===== src/rtl/arm_ctrl_pkg.sv =====
// arm_ctrl_pkg: shared types and encodings for the multicycle ARM controller.
//   state_t       - controller FSM states (BLINK only exists when BL_EN is defined)
//   ALU_*         - ALUControl operation codes
//   CMD_*         - data-processing cmd field values that are decoded
//   COND_*        - condition field encodings
//   RES_*/SRCB_*  - ResultSrc and ALUSrcB mux selects
//   IMM_*/OP_*    - ImmSrc formats and Op field values
// Configuration macro: BL_EN (adds the BLINK state).
package arm_ctrl_pkg;

  typedef enum logic [3:0] {
    S_FETCH  = 4'd0,
    S_DECODE = 4'd1,
    S_MEMADR = 4'd2,
    S_MEMRD  = 4'd3,
    S_MEMWB  = 4'd4,
    S_MEMWR  = 4'd5,
    S_EXECR  = 4'd6,
    S_EXECI  = 4'd7,
    S_ALUWB  = 4'd8,
`ifdef BL_EN
    S_BRANCH = 4'd9,
    S_BLINK  = 4'd10
`else
    S_BRANCH = 4'd9
`endif
  } state_t;

  localparam logic [1:0] ALU_ADD = 2'b00;
  localparam logic [1:0] ALU_SUB = 2'b01;
  localparam logic [1:0] ALU_AND = 2'b10;
  localparam logic [1:0] ALU_ORR = 2'b11;

  localparam logic [3:0] CMD_AND = 4'b0000;
  localparam logic [3:0] CMD_SUB = 4'b0010;
  localparam logic [3:0] CMD_ADD = 4'b0100;
  localparam logic [3:0] CMD_CMP = 4'b1010;
  localparam logic [3:0] CMD_ORR = 4'b1100;

  localparam logic [3:0] COND_EQ = 4'b0000;
  localparam logic [3:0] COND_NE = 4'b0001;
  localparam logic [3:0] COND_CS = 4'b0010;
  localparam logic [3:0] COND_CC = 4'b0011;
  localparam logic [3:0] COND_MI = 4'b0100;
  localparam logic [3:0] COND_PL = 4'b0101;
  localparam logic [3:0] COND_VS = 4'b0110;
  localparam logic [3:0] COND_VC = 4'b0111;
  localparam logic [3:0] COND_HI = 4'b1000;
  localparam logic [3:0] COND_LS = 4'b1001;
  localparam logic [3:0] COND_GE = 4'b1010;
  localparam logic [3:0] COND_LT = 4'b1011;
  localparam logic [3:0] COND_GT = 4'b1100;
  localparam logic [3:0] COND_LE = 4'b1101;
  localparam logic [3:0] COND_AL = 4'b1110;

  localparam logic [1:0] RES_ALUOUT = 2'b00;
  localparam logic [1:0] RES_DATA   = 2'b01;
  localparam logic [1:0] RES_ALU    = 2'b10;

  localparam logic [1:0] SRCB_RM   = 2'b00;
  localparam logic [1:0] SRCB_IMM  = 2'b01;
  localparam logic [1:0] SRCB_FOUR = 2'b10;
  localparam logic [1:0] SRCB_ZERO = 2'b11;

  localparam logic [1:0] IMM_DP  = 2'b00;
  localparam logic [1:0] IMM_MEM = 2'b01;
  localparam logic [1:0] IMM_BR  = 2'b10;

  localparam logic [1:0] OP_DP  = 2'b00;
  localparam logic [1:0] OP_MEM = 2'b01;
  localparam logic [1:0] OP_BR  = 2'b10;

endpackage


===== src/rtl/arm_multicycle_ctrl_if.sv =====
// arm_multicycle_ctrl_if: controller <-> datapath signal bundle.
//   master (controller): in Instr[31:0], AluFlags[3:0] ({V,C,N,Z});
//                        out PCWrite, AdrSrc, MemWrite, IRWrite, RegWrite,
//                        LinkSel, ResultSrc[1:0], ALUSrcA, ALUSrcB[1:0],
//                        ALUControl[1:0], ImmSrc[1:0], RegSrc[1:0], Flags[3:0]
//   slave  (datapath):   the same signals with directions reversed.
interface arm_multicycle_ctrl_if;
  import arm_ctrl_pkg::*;

  logic [31:0] Instr;
  logic [3:0]  AluFlags;
  logic        PCWrite;
  logic        AdrSrc;
  logic        MemWrite;
  logic        IRWrite;
  logic        RegWrite;
  logic        LinkSel;
  logic [1:0]  ResultSrc;
  logic        ALUSrcA;
  logic [1:0]  ALUSrcB;
  logic [1:0]  ALUControl;
  logic [1:0]  ImmSrc;
  logic [1:0]  RegSrc;
  logic [3:0]  Flags;

  modport master (
    input  Instr, AluFlags,
    output PCWrite, AdrSrc, MemWrite, IRWrite, RegWrite, LinkSel,
           ResultSrc, ALUSrcA, ALUSrcB, ALUControl, ImmSrc, RegSrc, Flags
  );

  modport slave (
    output Instr, AluFlags,
    input  PCWrite, AdrSrc, MemWrite, IRWrite, RegWrite, LinkSel,
           ResultSrc, ALUSrcA, ALUSrcB, ALUControl, ImmSrc, RegSrc, Flags
  );
endinterface


===== src/rtl/arm_cond_check.sv =====
// arm_cond_check: combinational ARM condition-code evaluation.
//   i_cond[3:0]  - Cond field of the instruction
//   i_flags[3:0] - flags register, [3]=V [2]=C [1]=N [0]=Z
//   o_cond_ex    - 1 when the instruction should execute (Cond=1111 -> 0)
module arm_cond_check
  import arm_ctrl_pkg::*;
(
  input  logic [3:0] i_cond,
  input  logic [3:0] i_flags,
  output logic       o_cond_ex
);

  logic w_v, w_c, w_n, w_z, w_ge;

  assign w_v  = i_flags[3];
  assign w_c  = i_flags[2];
  assign w_n  = i_flags[1];
  assign w_z  = i_flags[0];
  assign w_ge = (w_n == w_v);

  always_comb begin
    o_cond_ex = 1'b0;
    unique case (i_cond)
      COND_EQ: o_cond_ex = w_z;
      COND_NE: o_cond_ex = ~w_z;
      COND_CS: o_cond_ex = w_c;
      COND_CC: o_cond_ex = ~w_c;
      COND_MI: o_cond_ex = w_n;
      COND_PL: o_cond_ex = ~w_n;
      COND_VS: o_cond_ex = w_v;
      COND_VC: o_cond_ex = ~w_v;
      COND_HI: o_cond_ex = w_c & ~w_z;
      COND_LS: o_cond_ex = ~w_c | w_z;
      COND_GE: o_cond_ex = w_ge;
      COND_LT: o_cond_ex = ~w_ge;
      COND_GT: o_cond_ex = ~w_z & w_ge;
      COND_LE: o_cond_ex = w_z | ~w_ge;
      COND_AL: o_cond_ex = 1'b1;
      default: o_cond_ex = 1'b0;
    endcase
  end

endmodule


===== src/rtl/arm_multicycle_ctrl.sv =====
// arm_multicycle_ctrl: control FSM for a multicycle ARM datapath.
//   clk  - rising-edge clock
//   rst  - asynchronous active-high reset (state=FETCH, Flags=0, write enables 0)
//   bus  - master side of arm_multicycle_ctrl_if (Instr/AluFlags in,
//          mux selects, write enables, ImmSrc/RegSrc and Flags out)
// Parameter LINK_REG: register written by BL; the datapath applies it when
// LinkSel is high.
// Configuration macro: BL_EN - adds the BLINK state so BL writes the link
// register before branching; without it BL executes as B and LinkSel is 0.
module arm_multicycle_ctrl
  import arm_ctrl_pkg::*;
#(
  parameter int unsigned LINK_REG = 14
) (
  input  logic                  clk,
  input  logic                  rst,
  arm_multicycle_ctrl_if.master bus
);

  // Only r0..r15 exist; an out-of-range index would be a wiring error upstream.
  if (LINK_REG > 15) begin : g_link_reg_out_of_range
  end

  state_t r_state, w_next;
  logic   r_cond_ex;
  logic [3:0] r_flags;

  logic [3:0] w_cond;
  logic [1:0] w_op;
  logic [5:0] w_funct;
  logic       w_i, w_s, w_l;
  logic [3:0] w_cmd;
  logic       w_cond_ex;
  logic       w_unused_instr;

  assign w_cond         = bus.Instr[31:28];
  assign w_op           = bus.Instr[27:26];
  assign w_funct        = bus.Instr[25:20];
  assign w_i            = w_funct[5];
  assign w_s            = w_funct[0];
  assign w_l            = w_funct[0];
  assign w_cmd          = w_funct[4:1];
  assign w_unused_instr = ^bus.Instr[19:0];

  arm_cond_check u_cond_check (
    .i_cond    (w_cond),
    .i_flags   (r_flags),
    .o_cond_ex (w_cond_ex)
  );

  // Data-processing cmd decode; CMP forces flag setting, unknown cmds are
  // harmless ADDs that neither write a register nor touch the flags.
  logic [1:0] w_dp_alu;
  logic       w_no_write, w_s_eff;

  always_comb begin
    w_dp_alu   = ALU_ADD;
    w_no_write = 1'b0;
    w_s_eff    = w_s;
    unique case (w_cmd)
      CMD_ADD: w_dp_alu = ALU_ADD;
      CMD_SUB: w_dp_alu = ALU_SUB;
      CMD_AND: w_dp_alu = ALU_AND;
      CMD_ORR: w_dp_alu = ALU_ORR;
      CMD_CMP: begin
        w_dp_alu   = ALU_SUB;
        w_no_write = 1'b1;
        w_s_eff    = 1'b1;
      end
      default: begin
        w_dp_alu   = ALU_ADD;
        w_no_write = 1'b1;
        w_s_eff    = 1'b0;
      end
    endcase
  end

  always_ff @(posedge clk or posedge rst) begin
    if (rst) begin
      r_state   <= S_FETCH;
      r_cond_ex <= 1'b0;
      r_flags   <= '0;
    end else begin
      r_state <= w_next;
      // Condition is frozen at DECODE, so flags written by this instruction's
      // own EXEC step can never influence its write-back.
      if (r_state == S_DECODE)
        r_cond_ex <= w_cond_ex;
      if ((r_state == S_EXECR || r_state == S_EXECI) && w_s_eff && r_cond_ex)
        r_flags <= bus.AluFlags;
    end
  end

  logic       w_pc_write, w_adr_src, w_mem_write, w_ir_write, w_reg_write;
  logic       w_link_sel, w_alu_src_a;
  logic [1:0] w_result_src, w_alu_src_b, w_alu_control;

  always_comb begin
    w_next        = S_FETCH;
    w_pc_write    = 1'b0;
    w_adr_src     = 1'b0;
    w_mem_write   = 1'b0;
    w_ir_write    = 1'b0;
    w_reg_write   = 1'b0;
    w_link_sel    = 1'b0;
    w_result_src  = RES_ALUOUT;
    w_alu_src_a   = 1'b0;
    w_alu_src_b   = SRCB_RM;
    w_alu_control = ALU_ADD;
    unique case (r_state)
      S_FETCH: begin
        w_ir_write   = 1'b1;
        w_alu_src_a  = 1'b1;
        w_alu_src_b  = SRCB_FOUR;
        w_result_src = RES_ALU;
        w_pc_write   = 1'b1;
        w_next       = S_DECODE;
      end
      S_DECODE: begin
        w_alu_src_a = 1'b1;
        w_alu_src_b = SRCB_FOUR;
        unique case (w_op)
          OP_DP:  w_next = w_i ? S_EXECI : S_EXECR;
          OP_MEM: w_next = S_MEMADR;
`ifdef BL_EN
          OP_BR:  w_next = w_funct[4] ? S_BLINK : S_BRANCH;
`else
          OP_BR:  w_next = S_BRANCH;
`endif
          default: w_next = S_FETCH;
        endcase
      end
      S_MEMADR: begin
        w_alu_src_b = SRCB_IMM;
        w_next      = w_l ? S_MEMRD : S_MEMWR;
      end
      S_MEMRD: begin
        w_adr_src = 1'b1;
        w_next    = S_MEMWB;
      end
      S_MEMWB: begin
        w_result_src = RES_DATA;
        w_reg_write  = r_cond_ex;
      end
      S_MEMWR: begin
        w_adr_src   = 1'b1;
        w_mem_write = r_cond_ex;
      end
      S_EXECR: begin
        w_alu_control = w_dp_alu;
        w_next        = S_ALUWB;
      end
      S_EXECI: begin
        w_alu_src_b   = SRCB_IMM;
        w_alu_control = w_dp_alu;
        w_next        = S_ALUWB;
      end
      S_ALUWB: begin
        w_reg_write = r_cond_ex & ~w_no_write;
      end
      S_BRANCH: begin
        w_alu_src_b  = SRCB_IMM;
        w_result_src = RES_ALU;
        w_pc_write   = r_cond_ex;
      end
`ifdef BL_EN
      S_BLINK: begin
        // PC already points past the BL, so PC+0 is the return address.
        w_alu_src_a  = 1'b1;
        w_alu_src_b  = SRCB_ZERO;
        w_result_src = RES_ALU;
        w_link_sel   = 1'b1;
        w_reg_write  = r_cond_ex;
        w_next       = S_BRANCH;
      end
`endif
      default: w_next = S_FETCH;
    endcase
  end

  // Reset already forces FETCH; only the write strobes need masking.
  assign bus.PCWrite    = w_pc_write  & ~rst;
  assign bus.IRWrite    = w_ir_write  & ~rst;
  assign bus.RegWrite   = w_reg_write & ~rst;
  assign bus.MemWrite   = w_mem_write & ~rst;
  assign bus.AdrSrc     = w_adr_src;
  assign bus.LinkSel    = w_link_sel;
  assign bus.ResultSrc  = w_result_src;
  assign bus.ALUSrcA    = w_alu_src_a;
  assign bus.ALUSrcB    = w_alu_src_b;
  assign bus.ALUControl = w_alu_control;
  assign bus.Flags      = r_flags;

  assign bus.ImmSrc = (w_op == OP_MEM) ? IMM_MEM :
                      (w_op == OP_BR)  ? IMM_BR  : IMM_DP;
  assign bus.RegSrc = {(w_op == OP_MEM) & ~w_l, (w_op == OP_BR)};

endmodule

===== src/flat_wrapper.sv =====
// flat-port wrapper written by rule: the top's interface ports become plain ports
module arm_multicycle_ctrl_flat import arm_ctrl_pkg::*;
#(
  parameter int unsigned LINK_REG = 14
)
  (clk, rst, bus_Instr, bus_AluFlags, bus_PCWrite, bus_AdrSrc, bus_MemWrite, bus_IRWrite, bus_RegWrite, bus_LinkSel, bus_ResultSrc, bus_ALUSrcA, bus_ALUSrcB, bus_ALUControl, bus_ImmSrc, bus_RegSrc, bus_Flags);
  arm_multicycle_ctrl_if bus_i ();
  input  logic clk;
  input  logic rst;
  input wire logic [$bits(bus_i.Instr)-1:0] bus_Instr;
  input wire logic [$bits(bus_i.AluFlags)-1:0] bus_AluFlags;
  output wire logic [$bits(bus_i.PCWrite)-1:0] bus_PCWrite;
  output wire logic [$bits(bus_i.AdrSrc)-1:0] bus_AdrSrc;
  output wire logic [$bits(bus_i.MemWrite)-1:0] bus_MemWrite;
  output wire logic [$bits(bus_i.IRWrite)-1:0] bus_IRWrite;
  output wire logic [$bits(bus_i.RegWrite)-1:0] bus_RegWrite;
  output wire logic [$bits(bus_i.LinkSel)-1:0] bus_LinkSel;
  output wire logic [$bits(bus_i.ResultSrc)-1:0] bus_ResultSrc;
  output wire logic [$bits(bus_i.ALUSrcA)-1:0] bus_ALUSrcA;
  output wire logic [$bits(bus_i.ALUSrcB)-1:0] bus_ALUSrcB;
  output wire logic [$bits(bus_i.ALUControl)-1:0] bus_ALUControl;
  output wire logic [$bits(bus_i.ImmSrc)-1:0] bus_ImmSrc;
  output wire logic [$bits(bus_i.RegSrc)-1:0] bus_RegSrc;
  output wire logic [$bits(bus_i.Flags)-1:0] bus_Flags;
  assign bus_i.Instr = bus_Instr;
  assign bus_i.AluFlags = bus_AluFlags;
  assign bus_PCWrite = bus_i.PCWrite;
  assign bus_AdrSrc = bus_i.AdrSrc;
  assign bus_MemWrite = bus_i.MemWrite;
  assign bus_IRWrite = bus_i.IRWrite;
  assign bus_RegWrite = bus_i.RegWrite;
  assign bus_LinkSel = bus_i.LinkSel;
  assign bus_ResultSrc = bus_i.ResultSrc;
  assign bus_ALUSrcA = bus_i.ALUSrcA;
  assign bus_ALUSrcB = bus_i.ALUSrcB;
  assign bus_ALUControl = bus_i.ALUControl;
  assign bus_ImmSrc = bus_i.ImmSrc;
  assign bus_RegSrc = bus_i.RegSrc;
  assign bus_Flags = bus_i.Flags;
  arm_multicycle_ctrl #(.LINK_REG(LINK_REG)) u_core (.clk(clk), .rst(rst), .bus(bus_i));
endmodule

===== config.mk =====
export PLATFORM = sky130hd
export DESIGN_NAME = arm_multicycle_ctrl_flat
export DESIGN_NICKNAME = d
export VERILOG_FILES = /design/src/rtl/arm_ctrl_pkg.sv /design/src/rtl/arm_multicycle_ctrl_if.sv /design/src/rtl/arm_cond_check.sv /design/src/rtl/arm_multicycle_ctrl.sv /design/src/flat_wrapper.sv
export SDC_FILE = /design/constraint.sdc
export NUM_CORES = 1
export LEC_CHECK = 0
export ABC_CLOCK_PERIOD_IN_PS = 2200
export BUFFER_PORTS_ARGS = -buffer_cell sky130_fd_sc_hd__buf_2
export CAP_MARGIN = 30
export CORE_MARGIN = 10
export CORE_UTILIZATION = 41
export DETAILED_ROUTE_END_ITERATION = 7
export PLACE_DENSITY = 0.78
export SYNTH_ARGS = -nofsm -noshare
export SYNTH_HDL_FRONTEND = slang
export SYNTH_SLANG_ARGS = --single-unit

===== constraint.sdc =====
create_clock -name clk -period 2.2 [get_ports clk]
set_input_delay 0 -clock clk [delete_from_list [all_inputs] [get_ports clk]]
set_output_delay 0 -clock clk [all_outputs]
set_load 0.02 [all_outputs]

==> reports/results.md <==
## Synth
- 8.02 sq um — mean cell area of the mapped netlist
- 42 — number of distinct standard cells referenced by the synthesized netlist
- 8.82% — share of cell area taken by muxes after synthesis
- 26.0% — proportion of netlist area held by the largest area contributor
- 0 — Yosys warning count
- 0 — count of flip-flops with a built-in enable after synthesis
- 14.9% — compound-cell area share of the yosys netlist
- sky130_fd_sc_hd__dfrtp_1 — cell taking the most area after synthesis
- 146 — syn_nets
- 0% — fraction of the mapped netlist area in adder cells
- 866 sq um — Mapped Area
- 26.0% — share of synthesized area occupied by flip-flops and latches
- 9 — FF+latch count, synth
- sky130_fd_sc_hd__nor2_1 — cell with the most instances after synthesis
- sky130_fd_sc_hd__dfrtp_1 — dominant register cell in the synthesized netlist
- 8.09% — synthesized-area fraction occupied by xor and xnor cells
- sky130_fd_sc_hd__dfrtp_1, sky130_fd_sc_hd__xor2_1, sky130_fd_sc_hd__mux2_1, sky130_fd_sc_hd__nor2_1, sky130_fd_sc_hd__nor3_1 — top cells by area, synth
- simple AND/OR/NAND/NOR gates — largest family of logic cells by synthesized area
- 33.1% — share of synthesized cell area in and, or, nand and nor gates
- sky130_fd_sc_hd__nor2_1, sky130_fd_sc_hd__dfrtp_1, sky130_fd_sc_hd__nor3_1 — most numerous cell types in the synthesized netlist
- 108 — number of standard cells after synthesis
- 100% — ys async rst share

## Global routing
- 863 — vias in the first global route
- 0 — number of antenna violations at the first check in global routing
- 3730 um — wire length of the first global-routing pass
- 9.92% — global-route usage over all layers
- 0 — overflow left after global routing
- 13 — largest net degree at the start of global routing

## Clock network
- 1 — CTS H-tree lvls
- 9 — sinks on the clock net
- 0.25 ns — later-pin clock latency in the skew report
- built — CTS tree
- 0 — Post-CTS Resized
- 0.06 ns — clock transition at the registers of the reported paths
- 3 — TritonCTS buffer count
- 2 — maximum root-to-sink buffer count
- sky130_fd_sc_hd__clkbuf_4 — CTS Root Buffer Type

## Die
- 59 — Top Ports
- 16 — row cnt
- 4350 sq um — total die area
- 66.0 um — die width
- 43.7% — Initial Utilization
- 66.0 um — vertical die dimension
- 1980 sq um — Core Area

## Pwr
- 9.2% — Clock power frac
- 678 uW — switching pwr
- 51.1% — switching fraction of total power
- 1.33 mW — Overall Power
- 28.0% — proportion of power drawn by flip-flops and latches
- 1200 nW/um^2 — pwr dens
- 0.671 mV — peak supply drop
- 649 uW — internal power of the cells
- 62.8% — combinational power share
- 0.551 nW — leakage component of the power

## Critical path
- 1.81 ns — arrival time of the worst setup path
- 2.20 ns — CP Data Required Time
- nand2b_1, nor2_1, nand3_1, a2111oi_0, buf_2 — critical-path cell list
- reg -> out — CP Class
- sky130_fd_sc_hd__dfrtp_1 — master of the slowest instance on the critical path
- 8 — worst-path maximum fanout
- output port — endpoint kind of the worst setup timing path
- 0.49 ns — worst stage delay on the critical path
- flop — crit start category

## Place
- 37 — number of input and output port buffers inserted
- 1840 um — detailed placer's ending HPWL
- 0.832 — Final Wtd Congestion
- 0.400 ns — worst setup timing slack at the placement stage

## STA
- 82.1% — share of the cycle needed by the critical path after routing
- false — unrepaired setup endpoints after global routing
- 0 ns — Sum Neg Setup Slack
- 0.393 ns — worst setup margin
- 0.00482 ns — worst setup skew after layout
- 0 — count of endpoints failing setup in the final report
- 1.81 ns — min cycle time layout
- 553 MHz — maximum operating frequency
- 0 — number of hold violations in the final report
- 0 — max-slew violation count
- 0.0688 ns — Min Hold Slack

## Detailed routing
- 0 — DRC violation count after routing
- 4 — first drt pass iteration count
- 927 — Vias
- 13.4 um — detailed-route wire length per cell
- 46 — violation count after the first detailed-route iteration
- 5.42 — Via density
- 2290 um — Detailed Route WL
- 0 — antenna viol nets, final

## Hold path
- in -> reg — Min-Delay Path Class

## Outcome
- finished clean — outcome

## Cells and area
- 28.0% — Area Growth Syn to Fin
- 0 — Diodes inserted
- 31.9% — fraction of final layout cells with drive strength greater than 1
- 183 — net total in the final layout
- 192 — fill cell count

## Flow run
- 0 — number of max-cap violations

==> power by group through the flow <==
stage | sequential [mW] | combinational, mW | clock [mW]
2_1_floorplan | 0.332 | 0.648 | 0
3_3_place_gp | 0.364 | 0.825 | 0
3_5_place_dp | 0.370 | 0.838 | 0
4_1_cts | 0.368 | 0.846 | 0.128
5_1_grt | 0.386 | 0.920 | 0.139
6_report | 0.372 | 0.834 | 0.122
==> per-stage QoR <==
step / utilization (%) / instance area [sq um] / cells
floorplan: - / 866 / 108
global placement: 52.1 / 1030 / 162
detailed placement: 52.1 / 1030 / 162
finish: 55.9 / 1110 / 171
CTS: 55.9 / 1110 / 171
global route: 55.9 / 1110 / 171
==> final timing paths <==
path,from,endpoint,slack [ns],depth (start not counted)
worst min register to register,u_core.bus.Flags[3],u_core.bus.Flags[3],0.61,1
worst max register to register,u_core.r_state[3],u_core.bus.Flags[3],0.41,4
worst min-delay path,bus_Instr[25],u_core.r_state[0],0.07,3
worst max-delay path,u_core.r_state[2],bus_RegWrite,0.39,5
min in group asynchronous,rst,u_core.r_cond_ex,0.28,3
max in group asynchronous,rst,u_core.r_state[3],1.65,3
==> cells by family after synthesis <==
logic type	after synthesis
AND/OR/NAND/NOR	50
AO/OA/AOI/OAI	18
XOR/XNOR	8
buffers and inverters	15
other	1
flip-flops	9
multiplexers	7
==> area by class of cell <==
| cell class | instances | area (sq um) | share of cell area (%) |
|---|---|---|---|
| well taps | 27 | 33.8 | 3.05 |
| repair buffers | 43 | 243 | 21.9 |
| multi-input cells | 84 | 566 | 51.0 |
| clock buffers | 4 | 26.3 | 2.37 |
| inverters | 4 | 15.0 | 1.35 |
| flip-flops and latches | 9 | 225 | 20.3 |
==> critical path, delay by kind of cell (launching register included) <==
family,cells,cell delay [ns]
flops,1,0.49
compound gates,1,0.44
simple gates,3,0.38
buf+inv,1,0.25
==> registers in the layout (all words and copies together) (netlist names) <==
register	flops
u_core.r_cond_ex	1
u_core.bus.Flags	4
u_core.r_state	4
==> repair_timing <==
action                    in CTS  in global routing
hold buffers                   5                  0
hold endpoints to repair      13                  0
setup buffers                  0                  0
==> per-layer routing <==
| layer | global-route usage [%] | part of all wire (%) |
|---|---|---|
| met5 | 0 | 0 |
| met4 | 2.36 | 0 |
| met3 | 4.75 | 11 |
| met2 | 16.9 | 48 |
| met1 | 10.8 | 41 |
==> cells in the final DEF (no fill, tap or decap), drive strengths merged <==
master,netlist,layout
a2111oi,1,1
a21o,1,1
a21oi,4,4
a22oi,2,2
a311o,1,1
a311oi,1,1
a31oi,1,1
and3,2,2
buf,7,38
clkbuf,4,4
conb,1,1
dfrtp,9,9
dlygate4sd3,0,5
inv,4,4
mux2,5,5
mux2i,2,2
nand2,6,6
nand2b,5,5
nand3,5,5
nand3b,1,1
nand4,1,1
nand4b,1,1
nor2,12,12
nor2b,4,4
nor3,8,8
nor4,1,1
nor4bb,1,1
o211ai,2,2
o21ai,2,2
o22a,1,1
o311a,1,1
o32ai,1,1
or2,1,1
or3,1,1
or4b,1,1
xnor2,2,2
xor2,6,6
(Power assumes the default switching activity.)
